==> src/rtl/ahb3_decode_pipe.sv <==
// AHB-Lite 1:N address decoder: combinational address-phase select, registered data-phase mux, zero added wait states.
// Stalls follow the selected slave's HREADYOUT; unmapped NONSEQ/SEQ accesses get a two-cycle ERROR from the default slave.
module ahb3_decode_pipe #(
  parameter int                      SLAVES    = 4,
  parameter int                      XLEN      = 32,
  parameter int                      PLEN      = 32,
  parameter logic [SLAVES*PLEN-1:0]  ADDR_BASE = '0,
  parameter logic [SLAVES*PLEN-1:0]  ADDR_MASK = '0
) (
  input  logic                   clk_i,
  input  logic                   rst_ni,
  input  logic                   m_hsel_i,
  input  logic [PLEN-1:0]        m_haddr_i,
  input  logic [XLEN-1:0]        m_hwdata_i,
  input  logic                   m_hwrite_i,
  input  logic [2:0]             m_hsize_i,
  input  logic [2:0]             m_hburst_i,
  input  logic [3:0]             m_hprot_i,
  input  logic [1:0]             m_htrans_i,
  input  logic                   m_hmastlock_i,
  output logic [XLEN-1:0]        m_hrdata_o,
  output logic                   m_hready_o,
  output logic                   m_hresp_o,
  output logic [SLAVES-1:0]      s_hsel_o,
  output logic [PLEN-1:0]        s_haddr_o,
  output logic [XLEN-1:0]        s_hwdata_o,
  output logic                   s_hwrite_o,
  output logic [2:0]             s_hsize_o,
  output logic [2:0]             s_hburst_o,
  output logic [3:0]             s_hprot_o,
  output logic [1:0]             s_htrans_o,
  output logic                   s_hmastlock_o,
  output logic                   s_hready_o,
  input  logic [SLAVES*XLEN-1:0] s_hrdata_i,
  input  logic [SLAVES-1:0]      s_hreadyout_i,
  input  logic [SLAVES-1:0]      s_hresp_i,
  output logic                   dec_err_o,
  output logic [PLEN-1:0]        dec_err_addr_o
);

  typedef enum logic [1:0] {ST_OK, ST_ERR1, ST_ERR2} state_t;

  state_t            state, state_nxt;
  logic [SLAVES-1:0] hit;
  logic [SLAVES-1:0] dsel;
  logic              found;
  logic              err_req;
  logic [PLEN-1:0]   base;
  logic [PLEN-1:0]   mask;

  // Priority decode: lowest-indexed matching region wins, so hit is one-hot or zero.
  always_comb begin
    hit   = '0;
    found = 1'b0;
    base  = '0;
    mask  = '0;
    for (int i = 0; i < SLAVES; i++) begin
      base = ADDR_BASE[i*PLEN +: PLEN];
      mask = ADDR_MASK[i*PLEN +: PLEN];
      if (!found && (mask != '0) && (((m_haddr_i ^ base) & mask) == '0)) begin
        hit[i] = 1'b1;
        found  = 1'b1;
      end
    end
  end

  assign err_req = m_hsel_i & ~(|hit) & m_htrans_i[1];

  assign s_hsel_o      = m_hsel_i ? hit : '0;
  assign s_haddr_o     = m_haddr_i;
  assign s_hwdata_o    = m_hwdata_i;
  assign s_hwrite_o    = m_hwrite_i;
  assign s_hsize_o     = m_hsize_i;
  assign s_hburst_o    = m_hburst_i;
  assign s_hprot_o     = m_hprot_i;
  assign s_htrans_o    = m_htrans_i;
  assign s_hmastlock_o = m_hmastlock_i;
  assign s_hready_o    = m_hready_o;
  assign dec_err_o     = (state == ST_ERR1);

  always_comb begin
    m_hrdata_o = '0;
    m_hready_o = 1'b1;
    m_hresp_o  = 1'b0;
    for (int i = 0; i < SLAVES; i++) begin
      if (dsel[i]) begin
        m_hrdata_o = s_hrdata_i[i*XLEN +: XLEN];
        m_hready_o = s_hreadyout_i[i];
        m_hresp_o  = s_hresp_i[i];
      end
    end
    // The default slave owns the response while an error is in flight (dsel is zero then).
    case (state)
      ST_ERR1: begin
        m_hready_o = 1'b0;
        m_hresp_o  = 1'b1;
      end
      ST_ERR2: begin
        m_hready_o = 1'b1;
        m_hresp_o  = 1'b1;
      end
      default: ;
    endcase
  end

  always_comb begin
    state_nxt = state;
    case (state)
      ST_OK:   if (m_hready_o && err_req) state_nxt = ST_ERR1;
      ST_ERR1: state_nxt = ST_ERR2;
      ST_ERR2: state_nxt = err_req ? ST_ERR1 : ST_OK;
      default: state_nxt = ST_OK;
    endcase
  end

  always_ff @(posedge clk_i or negedge rst_ni) begin
    if (!rst_ni) begin
      state          <= ST_OK;
      dsel           <= '0;
      dec_err_addr_o <= '0;
    end else begin
      state <= state_nxt;
      if (m_hready_o) begin
        dsel <= m_hsel_i ? hit : '0;
        if (err_req) dec_err_addr_o <= m_haddr_i;
      end
    end
  end

endmodule

==> config.mk <==
export PLATFORM = sky130hd
export DESIGN_NAME = ahb3_decode_pipe
export DESIGN_NICKNAME = d
export VERILOG_FILES = /design/src/rtl/ahb3_decode_pipe.sv
export SDC_FILE = /design/constraint.sdc
export NUM_CORES = 1
export LEC_CHECK = 0
export CORE_AREA = 2 2 142 144
export CTS_CLUSTER_DIAMETER = 80
export CTS_CLUSTER_SIZE = 8
export DETAILED_ROUTE_END_ITERATION = 12
export DIE_AREA = 0 0 144 146
export PLACE_DENSITY = 0.59
export SLEW_MARGIN = 20
export SYNTH_ARGS = -nofsm -noshare
export SYNTH_HDL_FRONTEND = slang
export SYNTH_SLANG_ARGS = --single-unit
==> constraint.sdc <==
create_clock -name clk_i -period 1.5 [get_ports clk_i]
set_clock_uncertainty 0.2 [all_clocks]
set_input_delay 0.3 -clock clk_i [delete_from_list [all_inputs] [get_ports clk_i]]
set_output_delay 0.3 -clock clk_i [all_outputs]
set_load 0.03 [all_outputs]
**Yosys cells after proc, flatten, opt, wreduce, memory -nomap -nowiden**

Cells that the tools add are included.

- Flip-flop bits (word level): 34
- Bits in latches: 0
- RAM bits: 0
- Bits in read-only memories: 0
- Input port bits: 217
- Output and inout bits: 150
- Logic and storage cells: 15
- Memories: 0

- Add/sub/neg operators: 0
- $mul: 0
- Div/mod/pow operators: 0
- Order comparisons: 0
- Equal/unequal tests: 3
- Shifts and indexed selects: 0
- Mux-type cells: 5
- Bitwise gates (word level): 1
- Reduce and logical (&&, ||, !) cells: 4

Operators by type and width:

| operator | count |
|---|---|
| 2-bit case mux with 3 select lines | 1 |
| 1-bit two-way mux | 3 |
| 2-bit by 1-bit equality test with 1-bit output, second input constant | 1 |
| 2-bit equality test, second input constant | 1 |
| 2-bit zero test | 1 |
| 2-bit two-way mux | 1 |
| 2-bit inequality test, second input constant | 1 |
| 2-bit AND reduction | 1 |
| 2-bit OR reduction | 1 |
| 1-bit AND | 1 |
| 1-bit logical AND | 1 |

**Logic depth before layout (Yosys ltp)**

- Depth in word-level cells: 5
- Depth in mapped cells: 6
- Depth with buffers taken out: 5

**Least setup slack after synthesis**

OpenSTA, ideal clock, no wires.

- Kind: reg-to-reg
- Start: reg state[1]
- End: reg dec_err_addr_o[0]
- Library setup time: 0.125 ns
- Arrival time: 1.578 ns
- Required time: 1.175 ns
- Setup slack: -0.403 ns
- Stages on the path, launching flop included: 6
- Path buffers: 1
- Clock period less this slack: 1.903 ns
- Cells stage by stage: dfrtp_1 inv_1 ha_1 nand3b_4 buf_6 mux2_4

- Cells in the longest elaborated chain, start to end: 3

RTL lines:

| what | RTL line | source |
|---|---|---|
| start: declaration | 43 | `state_t state, state_nxt;` |
| start signal: assignment | 122 | `state <= state_nxt;` |
| 2-bit by 1-bit equality test with 1-bit output | -- |  |
| via dec_err_o | 37 | `output logic dec_err_o,` |
| 1-bit two-way mux | 93 | `case (state)` |
| 2-bit AND reduction (no line) | -- |  |
| end signal: assignment | 125 | `if (err_req) dec_err_addr_o <= m_haddr_i;` |
| end: declaration | 38 | `output logic [PLEN-1:0] dec_err_addr_o` |

The timed path passes the listed nets, and every way through them passes these cells.
A chain may end at the register's enable or synchronous reset.

**Worst setup path in the final report**

- Start: reg state[0]
- End: out m_hresp_o

- Cells in the longest elaborated chain, start to end: 3
- Elaborated cells between the ends (all ways): 4
- Those cells by class: eq/ne (2); mux (1); reduce/logical (1)

RTL lines:

| what | RTL line | source |
|---|---|---|
| 2-bit by 1-bit equality test with 1-bit output or 2-bit equality test (tied branches) | -- |  |
| 2-bit OR reduction (no line) * | -- |  |
| 1-bit two-way mux * | 93 |  |
| end: declaration | 23 | `output logic m_hresp_o,` |

Mark *: on every way between the ends. The rest lies on a longest branch, timed or not.

==> results <==
-- final cells by class --
type | count | area [sq um] | area share, %
multi-input combinational | 80 | 781 | 24.2
tap | 265 | 332 | 10.3
timing repair buffer | 119 | 1080 | 33.4
clock buffer | 8 | 166 | 5.16
inverter | 3 | 16.3 | 0.505
sequential | 34 | 851 | 26.4
-- layer usage --
metal	up-vias	global-route usage [%]	routed length (microns)
met5	-	0	0
met4	0	3.14	153
met3	17	4.18	1120
met2	114	7.93	2600
met1	609	4.30	1660
li1	581	-	-
-- state kept, by name (all words and copies together), names as in the netlist --
register,flops
dec_err_addr_o,32
state,2
-- worst max path at each step --
stage	to	slack, ns
after global placement	dec_err_addr_o[30]	-0.31
after floorplan	dec_err_addr_o[0]	-0.16
after CTS	m_hresp_o	-0.25
after global routing	m_hresp_o	-0.28
final	m_hresp_o	-0.24
after detailed placement	dec_err_addr_o[14]	-0.33
-- placed cells by master (no fill, tap or decap), types with 3 or more instances in the layout --
master                            netlist  final
sky130_fd_sc_hd__clkdlybuf4s50_1        0     33
sky130_fd_sc_hd__dfrtp_1               34     34
sky130_fd_sc_hd__clkbuf_16              0      5
sky130_fd_sc_hd__mux2_4                29     31
sky130_fd_sc_hd__conb_1                 1     36
sky130_fd_sc_hd__ha_4                   0      3
sky130_fd_sc_hd__buf_6                  3     10
sky130_fd_sc_hd__clkbuf_8               0      3
sky130_fd_sc_hd__buf_4                115     68
sky130_fd_sc_hd__buf_12                 0      5
-- through the flow --
stage | total power [mW] | setup slack (ns)
global placement | 4.37 | -0.309
CTS | 5.82 | -0.249
detailed placement | 4.41 | -0.331
floorplan | 3.67 | -0.163
finish | 5.72 | -0.237
global route | 6.03 | -0.280
-- power by group through the flow --
stage	Clock [mW]	Sequential (mW)	Combinational [mW]
floorplan	0	2.23	1.43
CTS	1.22	1.53	3.07
detailed placement	0	1.54	2.87
global placement	0	1.54	2.84
global route	1.25	1.58	3.20
finish	1.14	1.53	3.05
-- repair_timing --
item                                    4_1_cts  5_1_grt
buffers inserted                              3        2
hold endpoints to repair                     34        0
endpoints found under the setup margin       38       41
hold buffers                                  1        0
pin swaps                                     5        3
resized for setup                            20        4
-- critical path: stages (launching register included) --
cell and delay [ns]:
sky130_fd_sc_hd__dfrtp_1 0.42, sky130_fd_sc_hd__buf_6 0.14, sky130_fd_sc_hd__inv_4 0.06, sky130_fd_sc_hd__ha_4 0.20, sky130_fd_sc_hd__buf_6 0.13
-- kinds of logic (layout without fill, tap and decap cells) --
family / after synthesis / in the layout / share of synthesized area, %
AOI/OAI and AO/OA: 2 / 2 / 0.742
adders and majority gates: 5 / 5 / 2.65
buffers and inverters: 121 / 130 / 38.5
DFF: 34 / 34 / 36.0
muxes: 33 / 33 / 20.3
other: 1 / 36 / 0.159
and+or+nand+nor: 4 / 4 / 1.59
==> results list <==
- DRC viols: 0
- Counting flops and latches in the post-synthesis netlist gives 34.
- Counting flops with a built-in enable in the synthesized netlist gives 0.
- Of all nets on the critical path, the largest fanout is 2.
- Relative to the synthesized area, the layout overhead comes to 36.5%.
- Number of optimization iterations in the first detailed-route pass: 3
- The commonest cells after synthesis are sky130_fd_sc_hd__buf_4 (115), sky130_fd_sc_hd__dfrtp_1 (34), sky130_fd_sc_hd__mux2_4 (29).
* Routed length per instance: between 10 and 15 microns
- Detailed routing inserted a total of 1,321 vias.
* Dominant synthesized flop cell: sky130_fd_sc_hd__dfrtp_1
* Class of the worst hold path: flop to flop
* Area fraction of the dominant cell type after synthesis: 36.6%
* Internal Pwr Total: around 3.5 mW
- The tree is rooted in a sky130_fd_sc_hd__clkbuf_16.
- STA puts the critical path data arrival time at around 1.2 ns.
* Fraction of layout instances using a drive strength above 1: 54.5%
* Category of the most critical setup path: flop to primary output
* Clock period minus worst slack: 1.74 ns
- CTS Buffer Depth: 2
* Critical R2R Capture: dec_err_addr_o[19]
- Along the worst hold path, the cell count comes to 1.
* Final worst setup slack: -0.237 ns
- Dividing total power by cell area gives a power density of 1780 mW/mm^2.
- Antenna fix cells: 0
* Power share of the combinational group: 53.3%
- The H-tree generated during clock tree synthesis spans 2 levels.
- Global-route wire length before repair: roughly 7700 microns
- Number of clock buffers inserted by TritonCTS: 5
- Number of clock sinks: 34
- The count of nets left with antenna violations once routing finished came out at 0.
- Leakage power figure: 1.54 nW
* Switching power share of the total: about two fifths
- Critical R2R Launch: state[1]
* Most instantiated library cell after synthesis: sky130_fd_sc_hd__buf_4
* Final hold viol count: 0
* Pin count of the biggest net entering global routing: 35
* Worst vdd ir: 0.746 mV
* Violated checks: negative setup slack
- Final Hold Slack: between 0.3 and 0.4 ns
* Worst reg-to-reg setup slack: -0.21 ns
* Post-synthesis sequential area ratio: 36.0%
* Depth of the worst register-to-register path: 5
* Count of yosys warnings during synthesis: 0
- For the worst setup path, the data required time is 1.00 ns.
- Number of rows in the core area: 51
* Via count of the first global-routing pass: about 1,300
- Setup repair after global routing could not meet its margin everywhere.
- Starting density of the core: approximately an eighth
* Result of the run: finished with violations
- Synth unique cells: 13
- The worst setup path is launched from a flop.
- Non-Filler Instances: 509
- Summing all placed instances gives a cell area of a little under 0.003 sq mm.
- Endpoint type of the worst setup path: primary output
- Core Region: 0.0193 sq mm
* Dpl hpwl: 4390 microns
- Clock transition at path regs: 0.06 ns
- Vias per std cell: 2.60
- The number of max-slew violations in the final report was 0.
- Number of max-cap violations: 0
- Io pins: 367
- Summed over all layers, the routed wires come to 5540 microns.
- Post-synthesis cell area: 0.00236 sq mm
- Filler cell count in the final layout: 2,151
- Register share of total power: 26.8%
- Routability-driven placement finished with a final weighted congestion of ~0.64.
- The worst hold path begins at dec_err_addr_o[20].
- # placed instances: 497
- The share of total power dissipated in the clock network is 19.9%.
- Insertion delay of the later-clocked pin in the worst-skew pair: between 0.2 and 0.3 ns
- Post-route cell area: roughly 0.0032 sq mm
* Endpoint of the worst hold-timing path: dec_err_addr_o[20]
- The initial antenna violation count is 0.
* Net load switching power: 2.22 mW
* Die width: 144 microns
- Final-report setup violation count: 38
* Worst setup path startpoint: state[0]
* Post-Synthesis Cells: 200
* Maximum operating frequency: 576 MHz
- The die is between 100 and 150 microns tall.
* Post-Route Utilization: 16.7%
- Nets@finish: 465
* Iteration-0 DRC count of the detailed router: 15
- TritonCTS built the clock tree.
- Summed over all failing endpoints, the final setup total negative slack is -5.70 ns.
- For this run the aggregate overflow at the end of global routing stands at 0.
- Of the available clock period, the critical path in the final layout requires 116%.
* Number of buffer cells added on primary ports: 104
- FFs w/ async S/R, synth: between 90% and 100%
- GRT Util Overall: 5.03%
- The die covers 0.0210 sq mm.
- Of all cell types, the one taking the most synthesized area is sky130_fd_sc_hd__buf_4.
* Average cell area after synthesis: 11.8 sq um
* Top cells by area, synth: sky130_fd_sc_hd__buf_4 (37%), sky130_fd_sc_hd__dfrtp_1 (36%), sky130_fd_sc_hd__mux2_4 (18%), sky130_fd_sc_hd__ha_1 (2.6%), sky130_fd_sc_hd__mux2_2 (1.9%)
No activity file was read; power rests on OpenSTA's default activity.
